$ cat config.mk
export PLATFORM = sky130hd
export DESIGN_NAME = calc_datapath_p
export DESIGN_NICKNAME = d
export VERILOG_FILES = /design/src/rtl/calc_pkg.sv /design/src/rtl/calc_rf.sv /design/src/rtl/calc_datapath_p.sv
export SDC_FILE = /design/constraint.sdc
export NUM_CORES = 1
export LEC_CHECK = 0
export ABC_CLOCK_PERIOD_IN_PS = 4800
export BUFFER_PORTS_ARGS = -buffer_cell sky130_fd_sc_hd__buf_4
export CAP_MARGIN = 20
export CORE_MARGIN = 3
export CORE_UTILIZATION = 30
export DETAILED_ROUTE_END_ITERATION = 8
export GPL_TIMING_DRIVEN = 1
export SETUP_SLACK_MARGIN = 0.2
export SLEW_MARGIN = 10
export SYNTH_ARGS = -nofsm -noshare
export SYNTH_HDL_FRONTEND = slang
export SYNTH_SLANG_ARGS = --single-unit
$ cat constraint.sdc
create_clock -name clk -period 4.8 [get_ports clk]
set_input_delay 0.72 -clock clk [delete_from_list [all_inputs] [get_ports clk]]
set_output_delay 0.72 -clock clk [all_outputs]
set_load 0.03 [all_outputs]
$ cat src/rtl/calc_pkg.sv
// Shared types for the register-file calculator: op codes, FSM states and op helpers.
package calc_pkg;

    localparam int OP_W = 3;

    typedef enum logic [OP_W-1:0] {
        OP_LOAD1 = 3'b000,
        OP_LOAD2 = 3'b001,
        OP_CLR   = 3'b010,
        OP_ADD   = 3'b011,
        OP_SUB   = 3'b100,
        OP_AND   = 3'b101,
        OP_XOR   = 3'b110,
        OP_MUL   = 3'b111
    } op_e;

    typedef enum logic [1:0] {
        ST_IDLE = 2'd0,
        ST_EXEC = 2'd1,
        ST_MUL  = 2'd2
    } state_e;

    function automatic logic is_multicycle(input op_e op);
        return (op == OP_MUL);
    endfunction

endpackage

$ cat src/rtl/calc_rf.sv
// Register file: one synchronous write port, two combinational read ports, cleared by reset.
module calc_rf #(
    parameter int  WIDTH = 3,
    parameter int  NREGS = 4,
    localparam int AW    = $clog2(NREGS)
) (
    input  logic             clk,
    input  logic             rst_n,
    input  logic             we,
    input  logic [AW-1:0]    waddr,
    input  logic [WIDTH-1:0] wdata,
    input  logic [AW-1:0]    raddr_a,
    output logic [WIDTH-1:0] rdata_a,
    input  logic [AW-1:0]    raddr_b,
    output logic [WIDTH-1:0] rdata_b
);

    logic [WIDTH-1:0] r_mem [NREGS];

    always_ff @(posedge clk or negedge rst_n) begin
        if (!rst_n) begin
            for (int i = 0; i < NREGS; i++) begin
                r_mem[i] <= '0;
            end
        end else if (we) begin
            r_mem[waddr] <= wdata;
        end
    end

    assign rdata_a = r_mem[raddr_a];
    assign rdata_b = r_mem[raddr_b];

endmodule

$ cat src/rtl/calc_datapath_p.sv
// Single-issue calculator over a small register file; one-cycle ALU ops and an
// iterative shift-add multiplier that retires one multiplier bit per cycle.
//
//   state   | meaning
//   --------+-----------------------------------------------------------
//   ST_IDLE | ready for a command; cmd_ready high
//   ST_EXEC | single-cycle op captured; result written on the next edge
//   ST_MUL  | shift-add multiply in progress; r_cnt bits still to retire
module calc_datapath_p
    import calc_pkg::*;
#(
    parameter int  WIDTH = 3,
    parameter int  NREGS = 4,
    localparam int AW    = $clog2(NREGS)
) (
    input  logic             clk,
    input  logic             rst_n,
    input  logic [WIDTH-1:0] in1,
    input  logic [WIDTH-1:0] in2,
    input  logic             cmd_valid,
    output logic             cmd_ready,
    input  logic [OP_W-1:0]  cmd_op,
    input  logic [AW-1:0]    cmd_dst,
    input  logic [AW-1:0]    cmd_srca,
    input  logic [AW-1:0]    cmd_srcb,
    output logic             out_valid,
    output logic [WIDTH-1:0] out_data,
    output logic             out_ovf,
    output logic             busy
);

    localparam int CW = $clog2(WIDTH + 1);

    state_e             r_state;
    state_e             w_state_nxt;

    op_e                r_op;
    logic [AW-1:0]      r_dst;
    logic [WIDTH-1:0]   r_a;
    logic [WIDTH-1:0]   r_b;
    logic [WIDTH-1:0]   r_in1;
    logic [WIDTH-1:0]   r_in2;
    logic [WIDTH-1:0]   r_mplier;
    logic [2*WIDTH-1:0] r_acc;
    logic [2*WIDTH-1:0] r_mcand;
    logic [CW-1:0]      r_cnt;

    logic               r_out_valid;
    logic [WIDTH-1:0]   r_out_data;
    logic               r_out_ovf;

    logic               w_accept;
    logic               w_mul_last;
    logic               w_we;
    logic [WIDTH-1:0]   w_rd_a;
    logic [WIDTH-1:0]   w_rd_b;
    logic [WIDTH-1:0]   w_res;
    logic               w_ovf;
    logic [WIDTH:0]     w_sum;
    logic [WIDTH:0]     w_diff;
    logic [2*WIDTH-1:0] w_mul_step;

    assign cmd_ready  = (r_state == ST_IDLE);
    assign busy       = (r_state != ST_IDLE);
    assign w_accept   = cmd_valid && cmd_ready;
    assign w_mul_last = (r_state == ST_MUL) && (r_cnt == CW'(1));
    assign w_we       = (r_state == ST_EXEC) || w_mul_last;

    assign out_valid  = r_out_valid;
    assign out_data   = r_out_data;
    assign out_ovf    = r_out_ovf;

    calc_rf #(
        .WIDTH (WIDTH),
        .NREGS (NREGS)
    ) u_rf (
        .clk     (clk),
        .rst_n   (rst_n),
        .we      (w_we),
        .waddr   (r_dst),
        .wdata   (w_res),
        .raddr_a (cmd_srca),
        .rdata_a (w_rd_a),
        .raddr_b (cmd_srcb),
        .rdata_b (w_rd_b)
    );

    always_ff @(posedge clk or negedge rst_n) begin
        if (!rst_n) begin
            r_state <= ST_IDLE;
        end else begin
            r_state <= w_state_nxt;
        end
    end

    always_comb begin
        w_state_nxt = r_state;
        case (r_state)
            ST_IDLE: begin
                if (w_accept) begin
                    w_state_nxt = is_multicycle(op_e'(cmd_op)) ? ST_MUL : ST_EXEC;
                end
            end
            ST_EXEC: w_state_nxt = ST_IDLE;
            ST_MUL: begin
                if (w_mul_last) begin
                    w_state_nxt = ST_IDLE;
                end
            end
            default: w_state_nxt = ST_IDLE;
        endcase
    end

    // Extra top bit of sum/difference is the carry-out and the borrow respectively.
    assign w_sum      = {1'b0, r_a} + {1'b0, r_b};
    assign w_diff     = {1'b0, r_a} - {1'b0, r_b};
    assign w_mul_step = r_mplier[0] ? (r_acc + r_mcand) : r_acc;

    always_comb begin
        w_res = '0;
        w_ovf = 1'b0;
        case (r_op)
            OP_LOAD1: w_res = r_in1;
            OP_LOAD2: w_res = r_in2;
            OP_CLR:   w_res = '0;
            OP_ADD: begin
                w_res = w_sum[WIDTH-1:0];
                w_ovf = w_sum[WIDTH];
            end
            OP_SUB: begin
                w_res = w_diff[WIDTH-1:0];
                w_ovf = w_diff[WIDTH];
            end
            OP_AND:   w_res = r_a & r_b;
            OP_XOR:   w_res = r_a ^ r_b;
            OP_MUL: begin
                w_res = w_mul_step[WIDTH-1:0];
                w_ovf = |w_mul_step[2*WIDTH-1:WIDTH];
            end
            default: begin
                w_res = '0;
                w_ovf = 1'b0;
            end
        endcase
    end

    always_ff @(posedge clk or negedge rst_n) begin
        if (!rst_n) begin
            r_op        <= OP_LOAD1;
            r_dst       <= '0;
            r_a         <= '0;
            r_b         <= '0;
            r_in1       <= '0;
            r_in2       <= '0;
            r_mplier    <= '0;
            r_acc       <= '0;
            r_mcand     <= '0;
            r_cnt       <= '0;
            r_out_valid <= 1'b0;
            r_out_data  <= '0;
            r_out_ovf   <= 1'b0;
        end else begin
            r_out_valid <= w_we;
            if (w_we) begin
                r_out_data <= w_res;
                r_out_ovf  <= w_ovf;
            end
            if (w_accept) begin
                r_op     <= op_e'(cmd_op);
                r_dst    <= cmd_dst;
                r_a      <= w_rd_a;
                r_b      <= w_rd_b;
                r_in1    <= in1;
                r_in2    <= in2;
                r_acc    <= '0;
                r_mcand  <= {{WIDTH{1'b0}}, w_rd_a};
                r_mplier <= w_rd_b;
                r_cnt    <= CW'(WIDTH);
            end else if (r_state == ST_MUL) begin
                // Last step is folded into w_mul_step and written straight to the rf.
                r_acc    <= w_mul_step;
                r_mcand  <= r_mcand << 1;
                r_mplier <= r_mplier >> 1;
                r_cnt    <= r_cnt - CW'(1);
            end
        end
    end

endmodule

==> results of run 1 <==
routing by layer:
layer | part of all wire | wire length, microns | track usage | vias up
li1 | - | - | - | 1031
met1 | 0.47 | 3036 | 0.1627 | 1059
met2 | 0.49 | 3139 | 0.2012 | 44
met3 | 0.031 | 196 | 0.01915 | 6
met4 | 0.0082 | 53 | 0.03749 | 0
met5 | 0 | 0 | 0 | -
power by group:
group	internal [mW]	total [mW]	switching, mW
registers	0.593	0.739	0.146
logic	0.321	0.676	0.355
clock network	0.170	0.313	0.143
total	1.08	1.73	0.644
kinds of logic (layout without fill, tap and decap cells):
family | after synthesis | in the layout | share of synthesized area
simple gates | 99 | 99 | 0.1560
compound gates | 58 | 58 | 0.1372
flops | 53 | 53 | 0.4532
mux | 29 | 29 | 0.1313
buf+inv | 25 | 46 | 0.03848
fa+ha+maj | 15 | 15 | 0.07183
xor+xnor | 4 | 4 | 0.01197
area by class of cell:
type,instances,area share
Multi-Input combinational cell,205,0.4470
Tap cell,129,0.04850
Timing Repair Buffer,25,0.05639
Inverter,13,0.01466
Clock buffer,7,0.02594
Sequential cell,53,0.3985
Clock inverter,1,0.009023
registers in the layout (all words and copies together), names as in the netlist, 3 cells and up:
signal	flops
r_b	3
r_op	3
r_a	3
r_mcand	6
out_data	3
u_rf.r_mem	12
r_mplier	3
r_in2	3
r_acc	6
r_in1	3
worst max-delay path, delay by kind of cell (launching register included):
kind | cells | cell delay, ns
DFF | 1 | 0.40
AOI/OAI and AO/OA | 5 | 1.03
adders and majority gates | 2 | 0.68
cell usage after synthesis, drive strengths merged:
cell type   n  area share
a211o       3      0.0090
a211oi      1      0.0043
a21o        4       0.010
a21oi      13       0.027
a221oi      1      0.0030
a2bb2oi     1      0.0030
a31o        2      0.0060
a31oi       2      0.0043
a32o        2      0.0068
and2        1      0.0021
and3        4      0.0085
buf         9       0.018
clkbuf      3      0.0038
dfrtp      53        0.45
fa          3       0.021
ha         12       0.051
inv        13       0.017
mux2       15       0.058
mux2i       8       0.027
mux4        6       0.046
nand2      56       0.072
nand2b      5       0.011
nand3       7       0.012
nand3b      1      0.0026
nor2       11       0.014
nor2b       4      0.0085
nor3        4      0.0085
nor3b       2      0.0085
o2111a      1      0.0038
o211ai      2      0.0051
o21ai      17       0.029
o21bai      1      0.0026
o221ai      2      0.0060
o22a        1      0.0030
o22ai       2      0.0043
o32a        1      0.0034
o41ai       2      0.0060
or2         2      0.0043
or3         2      0.0043
xnor2       3      0.0090
xor2        1      0.0030
stage by stage:
stage / util / cell area, sq um / power, mW / setup slack [ns]
after floorplan: - / 2927 / 1.233 / 2.818
after global placement: 0.3427 / 3212 / 1.411 / 2.636
after detailed placement: 0.3427 / 3212 / 1.425 / 2.596
after CTS: 0.3551 / 3328 / 1.741 / 2.573
after global routing: 0.3551 / 3328 / 1.858 / 2.327
final: 0.3551 / 3328 / 1.729 / 2.559
path summary, 6_finish.rpt:
path | startpoint | end | slack (ns) | depth (start not counted)
setup / recovery | r_acc[0]$_DFFE_PN0P_ | out_ovf$_DFFE_PN0P_ | 2.56 | 7
hold / removal | rst_n | r_state[1]$_DFFE_PN0P_ | 0.45 | 1
setup reg to reg | r_acc[0]$_DFFE_PN0P_ | out_ovf$_DFFE_PN0P_ | 2.56 | 7
hold reg to reg | r_in2[2]$_DFFE_PN0P_ | r_in2[2]$_DFFE_PN0P_ | 0.48 | 2
max in group asynchronous | rst_n | r_mcand[0]$_DFFE_PN0P_ | 3.91 | 1
min in group clk | r_in2[2]$_DFFE_PN0P_ | r_in2[2]$_DFFE_PN0P_ | 0.48 | 2
==> impl_metrics.prom, run 1 <==
# TYPE chip_impl_metric gauge
chip_impl_info{name="grt_setup_unrepaired",value="false"} 1
chip_impl_metric{name="post_route_cells_drive_above_1_share",unit=""} 0.2072
chip_impl_metric{name="antenna_violations_before_repair",unit=""} 0
chip_impl_metric{name="resized_gates_after_cts",unit=""} 0
chip_impl_metric{name="global_route.usage.total",unit=""} 0.1213
chip_impl_metric{name="detailedRoute.firstIterationViolations",unit=""} 124
chip_impl_metric{name="synth.distinct_cells",unit=""} 48
chip_impl_info{name="crit_type",value="reg2reg"} 1
chip_impl_metric{name="fin_worst_skew",unit="ns"} 0.005678
chip_impl_metric{name="postSynthNetCount",unit=""} 316
chip_impl_metric{name="grt-ovfl-total",unit=""} 0
chip_impl_metric{name="detailedRoute.firstPassIterationCount",unit=""} 5
chip_impl_metric{name="setup_viol",unit=""} 0
chip_impl_metric{name="die_area",unit="sq um"} 10980
chip_impl_metric{name="worstPathArrival",unit="ns"} 2.42
chip_impl_metric{name="grt_first_pass_wirelength",unit="microns"} 10830
chip_impl_metric{name="detailed_place_hpwl",unit="microns"} 4643
chip_impl_metric{name="avgViaCountPerCell",unit=""} 4.942
chip_impl_metric{name="placeableCoreArea",unit="sq um"} 9371
chip_impl_metric{name="power_density_relative_to_cell_area",unit="nW/um^2"} 519.4
chip_impl_metric{name="clock_sinks",unit=""} 53
chip_impl_metric{name="clk_path_buf_depth",unit=""} 2
chip_impl_metric{name="initial_utilization",unit=""} 0.3123
chip_impl_metric{name="critical-path-max-stage-delay",unit="ns"} 0.43
chip_impl_metric{name="synth_area",unit="sq um"} 2927
chip_impl_metric{name="die_span_in_y",unit="microns"} 104.8
chip_impl_metric{name="buffer_ports.inserted",unit=""} 24
chip_impl_info{name="crit_path_cell_trace",value="ha_1 > fa_1 > a21o_1 > a21oi_1 > o221ai_1 > o41ai_1 > a21oi_1"} 1
chip_impl_metric{name="first_global_vias",unit=""} 2207
chip_impl_metric{name="maximum_number_of_pins_on_one_net_before_global_route_repair",unit=""} 54
chip_impl_metric{name="final_antenna_net_count",unit=""} 0
chip_impl_metric{name="tritoncts.num_buffers",unit=""} 5
chip_impl_info{name="worst_path_slowest_cell",value="sky130_fd_sc_hd__fa_1"} 1
chip_impl_metric{name="worstMarginPinSlew",unit="ns"} 0.9439
chip_impl_metric{name="die_width",unit="microns"} 104.8
chip_impl_metric{name="peakVddDrop",unit="mV"} 0.2647
chip_impl_metric{name="dr_total_vias",unit=""} 2140
chip_impl_metric{name="num_antenna_cells",unit=""} 0
chip_impl_metric{name="route.detailed.drc",unit=""} 0
chip_impl_metric{name="syn-mean-instance-area",unit="sq um"} 10.34
chip_impl_metric{name="layout.filler_cells",unit=""} 970
chip_impl_metric{name="timing.fmax",unit="MHz"} 446.2
chip_impl_info{name="status",value="complete, no violations"} 1
chip_impl_metric{name="endpoint_required_time_on_the_critical_path",unit="ns"} 4.98
chip_impl_info{name="cts_tree",value="done"} 1
chip_impl_metric{name="layoutNonFillerInstCount",unit=""} 433
chip_impl_metric{name="timing.final.crit_period",unit="ns"} 2.241
chip_impl_metric{name="drv_cap",unit=""} 0
chip_impl_metric{name="post_drt_wl_per_cell",unit="microns"} 14.84
chip_impl_info{name="cts_root_buffer",value="sky130_fd_sc_hd__clkbuf_8"} 1
chip_impl_info{name="layout_commonest_cell",value="sky130_fd_sc_hd__nand2_1"} 1
chip_impl_metric{name="number_of_max_slew_violations_in_the_final_report",unit=""} 0
chip_impl_info{name="critical_path.startpoint_type",value="register"} 1
chip_impl_metric{name="max-slew-margin-rel",unit=""} 0.3707
chip_impl_metric{name="post-place-cells",unit=""} 425
chip_impl_info{name="end_kind",value="register"} 1
chip_impl_metric{name="path_max_fanout",unit=""} 3
chip_impl_metric{name="synth.yosys.warnings",unit=""} 0
chip_impl_metric{name="final_nets",unit=""} 336
chip_impl_metric{name="finalHoldWorstSlack",unit="ns"} 0.4487
chip_impl_metric{name="row_count",unit=""} 35
chip_impl_metric{name="ff_latch_area",unit="sq um"} 1326
chip_impl_metric{name="setup_fix_buffers_added_after_clock_tree_synthesis",unit=""} 0
chip_impl_info{name="hp-class",value="in2async"} 1
chip_impl_info{name="mostFrequentLayoutCells",value="sky130_fd_sc_hd__nand2_1, sky130_fd_sc_hd__dfrtp_1, sky130_fd_sc_hd__buf_4"} 1
chip_impl_metric{name="io_pins",unit=""} 25
chip_impl_metric{name="postCtsHoldBufs",unit=""} 0
chip_impl_metric{name="place_congestion",unit=""} 0.8468
chip_impl_metric{name="clock_latency",unit="ns"} 0.30
chip_impl_metric{name="multiInputGateArea",unit="sq um"} 1488
chip_impl_metric{name="clk_pin_slew",unit="ns"} 0.10
chip_impl_metric{name="wl",unit="microns"} 6426
chip_impl_metric{name="flow.area_growth_from_synthesis",unit="%"} 13.72
chip_impl_metric{name="report.final.hold_viol_count",unit=""} 0
chip_impl_info{name="timing.critical_path.mode_cell",value="sky130_fd_sc_hd__a21oi_1"} 1
chip_impl_metric{name="number_of_standard_cells_after_synthesis",unit=""} 283
chip_impl_metric{name="htreeDepth",unit=""} 2
chip_impl_metric{name="ys_seq_area_frac",unit=""} 0.4532
chip_impl_metric{name="layout_worst_path_cycle_share",unit=""} 0.4669
chip_impl_metric{name="tns",unit="ns"} 0
chip_impl_metric{name="ys_ff_latch",unit=""} 53
chip_impl_metric{name="power_leakage",unit="nW"} 1.541
Note: power is estimated with default switching activity, not from simulation.
==> run 2, diff against run 1 <==
--- a/config.mk
+++ b/config.mk
@@ -5,7 +5,7 @@
 export SDC_FILE = /design/constraint.sdc
 export NUM_CORES = 1
 export LEC_CHECK = 0
-export ABC_CLOCK_PERIOD_IN_PS = 4800
+export ABC_CLOCK_PERIOD_IN_PS = 2100
 export BUFFER_PORTS_ARGS = -buffer_cell sky130_fd_sc_hd__buf_4
 export CAP_MARGIN = 20
 export CORE_MARGIN = 3
==> constraint.sdc (replaced) <==
create_clock -name clk -period 2.1 [get_ports clk]
set_input_delay 0.315 -clock clk [delete_from_list [all_inputs] [get_ports clk]]
set_output_delay 0.315 -clock clk [all_outputs]
set_load 0.03 [all_outputs]
==> run 2 against run 1 <==
Worst setup slack worse by 2.4 ns. Sequential share of layout area down 2.4 points. Total power up 140%. Critical path depth unchanged. Clock skew about the same. Combinational power rose to 2.7 times the previous value. Sequential power up 130%. Final cell count up 3.0%. Count of clock-buffer cells in the layout down 1. First-iteration DRC count down 32%. Clock power up 99%. Hold slack worse by 0.42 ns.
==> impl_metrics.prom, run 2 (synthesis results as in run 1) <==
# TYPE chip_impl_metric gauge
chip_impl_metric{name="global_route.usage.total",unit=""} 0.1287
chip_impl_metric{name="critical-path-max-stage-delay",unit="ns"} 0.42
chip_impl_metric{name="initial_utilization",unit=""} 0.3123
chip_impl_metric{name="placeableCoreArea",unit="sq um"} 9371
chip_impl_metric{name="row_count",unit=""} 35
chip_impl_metric{name="clk_pin_slew",unit="ns"} 0.10
chip_impl_metric{name="die_area",unit="sq um"} 10980
chip_impl_metric{name="buffer_ports.inserted",unit=""} 24
chip_impl_info{name="status",value="complete, no violations"} 1
chip_impl_info{name="crit_type",value="reg2reg"} 1
chip_impl_metric{name="dr_total_vias",unit=""} 2197
chip_impl_metric{name="power_leakage",unit="nW"} 1.626
chip_impl_info{name="hp-class",value="in2async"} 1
chip_impl_metric{name="final_nets",unit=""} 349
chip_impl_metric{name="multiInputGateArea",unit="sq um"} 1622
chip_impl_info{name="grt_setup_unrepaired",value="true"} 1
chip_impl_info{name="end_kind",value="register"} 1
chip_impl_metric{name="timing.fmax",unit="MHz"} 505.9
chip_impl_metric{name="clk_path_buf_depth",unit=""} 2
chip_impl_metric{name="detailedRoute.firstPassIterationCount",unit=""} 4
chip_impl_metric{name="detailedRoute.firstIterationViolations",unit=""} 84
chip_impl_metric{name="grt_first_pass_wirelength",unit="microns"} 11390
chip_impl_metric{name="power_density_relative_to_cell_area",unit="nW/um^2"} 1158
chip_impl_info{name="layout_commonest_cell",value="sky130_fd_sc_hd__nand2_1"} 1
chip_impl_metric{name="io_pins",unit=""} 25
chip_impl_metric{name="final_antenna_net_count",unit=""} 0
chip_impl_metric{name="report.final.hold_viol_count",unit=""} 0
chip_impl_info{name="cts_root_buffer",value="sky130_fd_sc_hd__clkbuf_8"} 1
chip_impl_metric{name="grt-ovfl-total",unit=""} 0
chip_impl_metric{name="setup_viol",unit=""} 0
chip_impl_metric{name="detailed_place_hpwl",unit="microns"} 4872
chip_impl_metric{name="layoutNonFillerInstCount",unit=""} 446
chip_impl_metric{name="fin_worst_skew",unit="ns"} 0.005889
chip_impl_metric{name="ff_latch_area",unit="sq um"} 1328
chip_impl_metric{name="place_congestion",unit=""} 0.8320
chip_impl_info{name="critical_path.startpoint_type",value="register"} 1
chip_impl_metric{name="path_max_fanout",unit=""} 5
chip_impl_metric{name="antenna_violations_before_repair",unit=""} 0
chip_impl_info{name="cts_tree",value="done"} 1
chip_impl_metric{name="layout.filler_cells",unit=""} 961
chip_impl_metric{name="tns",unit="ns"} 0
chip_impl_metric{name="first_global_vias",unit=""} 2293
chip_impl_info{name="mostFrequentLayoutCells",value="sky130_fd_sc_hd__nand2_1, sky130_fd_sc_hd__dfrtp_1, sky130_fd_sc_hd__buf_4"} 1
chip_impl_info{name="regMostFlops",value="u_rf.r_mem"} 1
chip_impl_info{name="crit_path_cell_trace",value="ha_4 > fa_2 > mux2i_1 > nor2_1 > a31oi_2 > a31oi_4 > mux2_2"} 1
chip_impl_metric{name="clock_sinks",unit=""} 53
chip_impl_metric{name="flow.area_growth_from_synthesis",unit="%"} 20.99
chip_impl_metric{name="worstPathArrival",unit="ns"} 2.19
chip_impl_metric{name="peakVddDrop",unit="mV"} 0.5709
chip_impl_metric{name="post_drt_wl_per_cell",unit="microns"} 15.26
chip_impl_metric{name="postCtsHoldBufs",unit=""} 0
chip_impl_metric{name="htreeDepth",unit=""} 2
chip_impl_metric{name="endpoint_required_time_on_the_critical_path",unit="ns"} 2.31
chip_impl_metric{name="die_width",unit="microns"} 104.8
chip_impl_metric{name="avgViaCountPerCell",unit=""} 4.926
chip_impl_metric{name="worstMarginPinSlew",unit="ns"} 0.6905
chip_impl_metric{name="max-slew-margin-rel",unit=""} 0.5397
chip_impl_info{name="reg_top3",value="u_rf.r_mem: 12 flops, r_acc: 6 flops, r_mcand: 6 flops"} 1
chip_impl_metric{name="post-place-cells",unit=""} 431
chip_impl_metric{name="post_route_cells_drive_above_1_share",unit=""} 0.2902
chip_impl_metric{name="report.power.total",unit="mW"} 4.101
chip_impl_metric{name="route.detailed.drc",unit=""} 0
chip_impl_metric{name="tritoncts.num_buffers",unit=""} 5
chip_impl_metric{name="die_span_in_y",unit="microns"} 104.8
chip_impl_info{name="worst_path_slowest_cell",value="sky130_fd_sc_hd__dfrtp_1"} 1
chip_impl_metric{name="layout_worst_path_cycle_share",unit=""} 0.9413
chip_impl_metric{name="num_antenna_cells",unit=""} 0
chip_impl_metric{name="timing.final.crit_period",unit="ns"} 1.977
chip_impl_metric{name="drv_cap",unit=""} 0
chip_impl_metric{name="clock_latency",unit="ns"} 0.32
chip_impl_metric{name="maximum_number_of_pins_on_one_net_before_global_route_repair",unit=""} 54
chip_impl_metric{name="largest_reg_flops",unit=""} 12
chip_impl_metric{name="wl",unit="microns"} 6806
chip_impl_metric{name="number_of_max_slew_violations_in_the_final_report",unit=""} 0
## run 2: cell count changes in the layout (fill, tap and decap cells not counted), moves of 2 or more
| cell | previous run | this run |
|---|---|---|
| sky130_fd_sc_hd__a31oi_1 | 2 | 0 |
| sky130_fd_sc_hd__buf_4 | 25 | 38 |
| sky130_fd_sc_hd__fa_1 | 3 | 1 |
| sky130_fd_sc_hd__fa_2 | 0 | 2 |
| sky130_fd_sc_hd__ha_1 | 12 | 7 |
| sky130_fd_sc_hd__ha_2 | 0 | 2 |
| sky130_fd_sc_hd__ha_4 | 0 | 3 |
| sky130_fd_sc_hd__mux2_2 | 15 | 9 |
| sky130_fd_sc_hd__mux2_4 | 0 | 6 |
| sky130_fd_sc_hd__nor3_1 | 3 | 1 |
| sky130_fd_sc_hd__nor3_2 | 1 | 3 |
## run 2: power breakdown
group	switching [mW]	total, mW	leakage (nW)	internal, mW
clock	0.355	0.623	0.0512	0.268
sequential	0.323	1.68	0.673	1.36
combinational	0.909	1.80	0.902	0.887
## run 2: area by class of cell
class / instances / area share
Multi-Input combinational cell: 205 / 0.4580
Sequential cell: 53 / 0.3749
Timing Repair Buffer: 38 / 0.08057
Tap cell: 129 / 0.04558
Clock buffer: 6 / 0.02332
Inverter: 13 / 0.01378
Clock inverter: 2 / 0.003887
## run 2: routing by layer
metal | track usage | vias up | routed length, microns
met4 | 0.04686 | 0 | 101
met3 | 0.02285 | 9 | 177
met2 | 0.2204 | 38 | 3451
met1 | 0.1622 | 1084 | 3075
met5 | 0 | - | 0
li1 | - | 1066 | -
## run 2: through the flow
stage	util	instance area, sq um	setup slack [ns]	hold slack, ns
after floorplan	-	2933	0.2103	0.01941
after global placement	0.3482	3263	0.06690	0.4056
after detailed placement	0.3482	3263	0.02914	0.4124
after CTS	0.3701	3468	0.08852	0.06168
after global routing	0.3778	3541	0.01939	0.08187
final	0.3778	3541	0.1233	0.02978
## run 2: repair_timing
action	CTS	global route
gates resized for setup	13	11
endpoints found under the setup margin	11	13
setup buffers	6	1
pin swaps	9	5
## run 2: final timing paths
check	from	to	slack, ns	depth (start not counted)
max	r_mcand[0]$_DFFE_PN0P_	out_data[1]$_DFFE_PN0P_	0.12	7
min reg2reg	r_in1[1]$_DFFE_PN0P_	r_in1[1]$_DFFE_PN0P_	0.49	2
max reg2reg	r_mcand[0]$_DFFE_PN0P_	out_data[1]$_DFFE_PN0P_	0.12	7
max in group asynchronous	rst_n	r_mcand[1]$_DFFE_PN0P_	1.58	1
min in group clk	in1[2]	r_in1[2]$_DFFE_PN0P_	0.18	3
min	rst_n	r_dst[0]$_DFFE_PN0P_	0.03	1
## run 2: critical path: cells and delay by family, from the launching register on
family | cells | cell delay [ns]
compound gates | 2 | 0.37
fa+ha+maj | 2 | 0.58
flops | 1 | 0.42
mux | 2 | 0.43
simple gates | 1 | 0.07
==> run 3, diff against run 2 <==
==> constraint.sdc (replaced) <==
create_clock -name clk -period 2.1 [get_ports clk]
set_input_delay 0.315 -clock clk [delete_from_list [all_inputs] [get_ports clk]]
set_output_delay 0.315 -clock clk [all_outputs]
set_load 0.05 [all_outputs]
==> run 3 against run 2 <==
Hold slack improved by 0.0089 ns. Sequential cell count unchanged. Clock power decreased by 4.3%. Final cell count decreased by 0.90%. Largest cell class unchanged.
==> impl_metrics.prom, run 3 (synthesis results as in run 1) <==
# TYPE chip_impl_metric gauge
chip_impl_info{name="status",value="complete, no violations"} 1
chip_impl_metric{name="wl",unit="microns"} 6681
chip_impl_metric{name="num_antenna_cells",unit=""} 0
chip_impl_info{name="regMostFlops",value="u_rf.r_mem"} 1
chip_impl_metric{name="dr_total_vias",unit=""} 2169
chip_impl_info{name="timing.critical_path.mode_cell",value="sky130_fd_sc_hd__inv_1"} 1
chip_impl_metric{name="route.detailed.drc",unit=""} 0
chip_impl_metric{name="power_density_relative_to_cell_area",unit="nW/um^2"} 1193
chip_impl_metric{name="layout.filler_cells",unit=""} 973
chip_impl_metric{name="tritoncts.num_buffers",unit=""} 5
chip_impl_metric{name="timing.final.crit_period",unit="ns"} 2.019
chip_impl_metric{name="fin_worst_skew",unit="ns"} 0.003623
chip_impl_metric{name="die_width",unit="microns"} 104.8
chip_impl_metric{name="timing.critical_path.buf_inv",unit=""} 2
chip_impl_metric{name="buffer_ports.inserted",unit=""} 24
chip_impl_metric{name="post_drt_wl_per_cell",unit="microns"} 15.12
chip_impl_info{name="critical_path.startpoint_type",value="register"} 1
chip_impl_info{name="crit_path_cell_trace",value="inv_1 > ha_1 > inv_1 > fa_1 > nor2_1 > mux2i_1 > o22a_1 > a21oi_4 > mux2_4"} 1
chip_impl_metric{name="use_met3",unit=""} 0.02162
chip_impl_metric{name="antenna_violations_before_repair",unit=""} 0
chip_impl_metric{name="dpl-instance-area",unit="sq um"} 3251
chip_impl_metric{name="clock_sinks",unit=""} 53
chip_impl_metric{name="number_of_max_slew_violations_in_the_final_report",unit=""} 0
chip_impl_metric{name="max-slew-margin-rel",unit=""} 0.5450
chip_impl_metric{name="detailed_place_hpwl",unit="microns"} 4824
chip_impl_metric{name="grt.met2_usage",unit=""} 0.2177
chip_impl_info{name="cts_tree",value="done"} 1
chip_impl_metric{name="worstPathArrival",unit="ns"} 2.27
chip_impl_metric{name="initial_utilization",unit=""} 0.3123
chip_impl_info{name="mostFrequentLayoutCells",value="sky130_fd_sc_hd__nand2_1, sky130_fd_sc_hd__dfrtp_1, sky130_fd_sc_hd__buf_4"} 1
chip_impl_metric{name="global_route.usage.total",unit=""} 0.1276
chip_impl_metric{name="path_depth",unit=""} 9
chip_impl_metric{name="avgViaCountPerCell",unit=""} 4.907
chip_impl_metric{name="finalHoldWorstSlack",unit="ns"} 0.03863
chip_impl_info{name="hp-class",value="in2async"} 1
chip_impl_metric{name="worstMarginPinSlew",unit="ns"} 0.6825
chip_impl_info{name="grt_setup_unrepaired",value="true"} 1
chip_impl_info{name="crit_type",value="reg2reg"} 1
chip_impl_metric{name="grt.met1_usage",unit=""} 0.1677
chip_impl_metric{name="critical-path-max-stage-delay",unit="ns"} 0.42
chip_impl_info{name="layout_commonest_cell",value="sky130_fd_sc_hd__nand2_1"} 1
chip_impl_metric{name="post-route-cell-area",unit="sq um"} 3482
chip_impl_info{name="crit_family",value="adder cells"} 1
chip_impl_metric{name="post-route-util",unit=""} 0.3716
chip_impl_metric{name="p_int",unit="mW"} 2.490
chip_impl_info{name="critical_r2r_capture",value="u_rf.r_mem[11]$_DFFE_PN0P_"} 1
chip_impl_metric{name="peakVddDrop",unit="mV"} 0.9805
chip_impl_info{name="reg2reg_from",value="r_a[0]$_DFFE_PN0P_"} 1
chip_impl_info{name="grt_most_used_layer",value="met2"} 1
chip_impl_metric{name="clock_latency",unit="ns"} 0.31
chip_impl_metric{name="detailedRoute.firstPassIterationCount",unit=""} 4
chip_impl_metric{name="htreeDepth",unit=""} 2
chip_impl_metric{name="flow.area_growth_from_synthesis",unit="%"} 18.98
chip_impl_metric{name="maximum_number_of_pins_on_one_net_before_global_route_repair",unit=""} 54
chip_impl_info{name="cts_root_buffer",value="sky130_fd_sc_hd__clkbuf_8"} 1
chip_impl_metric{name="endpoint_required_time_on_the_critical_path",unit="ns"} 2.35
chip_impl_metric{name="die_span_in_y",unit="microns"} 104.8
chip_impl_metric{name="clk_path_buf_depth",unit=""} 2
chip_impl_metric{name="setup_viol",unit=""} 0
chip_impl_metric{name="drv_cap",unit=""} 0
chip_impl_metric{name="power.switching",unit="mW"} 1.664
chip_impl_info{name="reg_top3",value="u_rf.r_mem: 12 flops, r_acc: 6 flops, r_mcand: 6 flops"} 1
chip_impl_metric{name="combinationalPowerShare",unit=""} 0.451
chip_impl_metric{name="io_pins",unit=""} 25
chip_impl_metric{name="postCtsHoldBufs",unit=""} 0
chip_impl_metric{name="grt-ovfl-total",unit=""} 0
chip_impl_metric{name="place_congestion",unit=""} 0.8215
chip_impl_metric{name="path_max_fanout",unit=""} 5
chip_impl_metric{name="share_seq_of_total_power",unit=""} 0.405
chip_impl_metric{name="post_route_cells_drive_above_1_share",unit=""} 0.2748
chip_impl_metric{name="r2r.worst_path.cells",unit=""} 9
chip_impl_metric{name="power.clock.fraction",unit=""} 0.143
chip_impl_metric{name="first_global_vias",unit=""} 2269
chip_impl_info{name="worst_path_slowest_cell",value="sky130_fd_sc_hd__dfrtp_1"} 1
chip_impl_metric{name="power_leakage",unit="nW"} 1.623
chip_impl_metric{name="timing.fmax",unit="MHz"} 495.2
chip_impl_metric{name="layout_worst_path_cycle_share",unit=""} 0.9616
chip_impl_metric{name="tns",unit="ns"} 0
chip_impl_metric{name="placeableCoreArea",unit="sq um"} 9371
chip_impl_metric{name="die_area",unit="sq um"} 10980
chip_impl_metric{name="clk_pin_slew",unit="ns"} 0.10
chip_impl_metric{name="final_antenna_net_count",unit=""} 0
chip_impl_metric{name="detailedRoute.firstIterationViolations",unit=""} 89
chip_impl_info{name="end_kind",value="register"} 1
chip_impl_metric{name="reg2reg_setup_slack",unit="ns"} 0.08
chip_impl_metric{name="sw_frac_of_total",unit=""} 0.4005
chip_impl_metric{name="grt_first_pass_wirelength",unit="microns"} 11590
chip_impl_metric{name="largest_reg_flops",unit=""} 12
chip_impl_metric{name="report.final.hold_viol_count",unit=""} 0
chip_impl_metric{name="row_count",unit=""} 35
chip_impl_metric{name="final_nets",unit=""} 345
## run 3: cell type report
class | count | area (sq um) | share of cell area
Tap cell | 129 | 161.4 | 0.04635
Inverter | 13 | 48.80 | 0.01401
Sequential cell | 53 | 1329 | 0.3816
Clock inverter | 3 | 21.27 | 0.006109
Timing Repair Buffer | 34 | 255.2 | 0.07330
Multi-Input combinational cell | 205 | 1598 | 0.4589
Clock buffer | 5 | 68.82 | 0.01976
## run 3: per-layer routing
metal	routed length, microns	vias to the layer above
li1	-	1048
met1	3076	1082
met2	3322	28
met3	167	11
met4	114	0
met5	0	-
## run 3: timing repair
| action | CTS | global route |
|---|---|---|
| endpoints found under the setup margin | 11 | 12 |
| pin swaps | 3 | 3 |
| buffers inserted | 3 | 2 |
| resized for setup | 8 | 15 |
## run 3: power groups by stage
stage	Sequential [mW]	Clock, mW	Combinational [mW]
floorplan	1.67	0	1.21
global placement	1.66	0	1.64
detailed placement	1.69	0	1.67
CTS	1.67	0.611	1.76
global route	1.74	0.650	2.06
finish	1.68	0.596	1.88
## run 3: worst max-delay path by stage
stage,startpoint,endpoint,slack (ns)
floorplan,r_acc[0]$_DFFE_PN0P_,out_ovf$_DFFE_PN0P_,0.21
global placement,r_acc[0]$_DFFE_PN0P_,out_ovf$_DFFE_PN0P_,0.02
detailed placement,r_acc[0]$_DFFE_PN0P_,out_ovf$_DFFE_PN0P_,-0.05
CTS,r_mcand[1]$_DFFE_PN0P_,out_ovf$_DFFE_PN0P_,0.06
global route,r_mcand[4]$_DFFE_PN0P_,out_ovf$_DFFE_PN0P_,-0.001
finish,r_a[0]$_DFFE_PN0P_,u_rf.r_mem[11]$_DFFE_PN0P_,0.08
## run 3: stage by stage
| step | setup WS (ns) | total power, mW | std cells |
|---|---|---|---|
| 2_1_floorplan | 0.2103 | 2.886 | 283 |
| 3_3_place_gp | 0.01895 | 3.307 | 429 |
| 3_5_place_dp | -0.05277 | 3.362 | 429 |
| 4_1_cts | 0.06320 | 4.043 | 440 |
| 5_1_grt | -0.001264 | 4.450 | 442 |
| 6_report | 0.08061 | 4.154 | 442 |
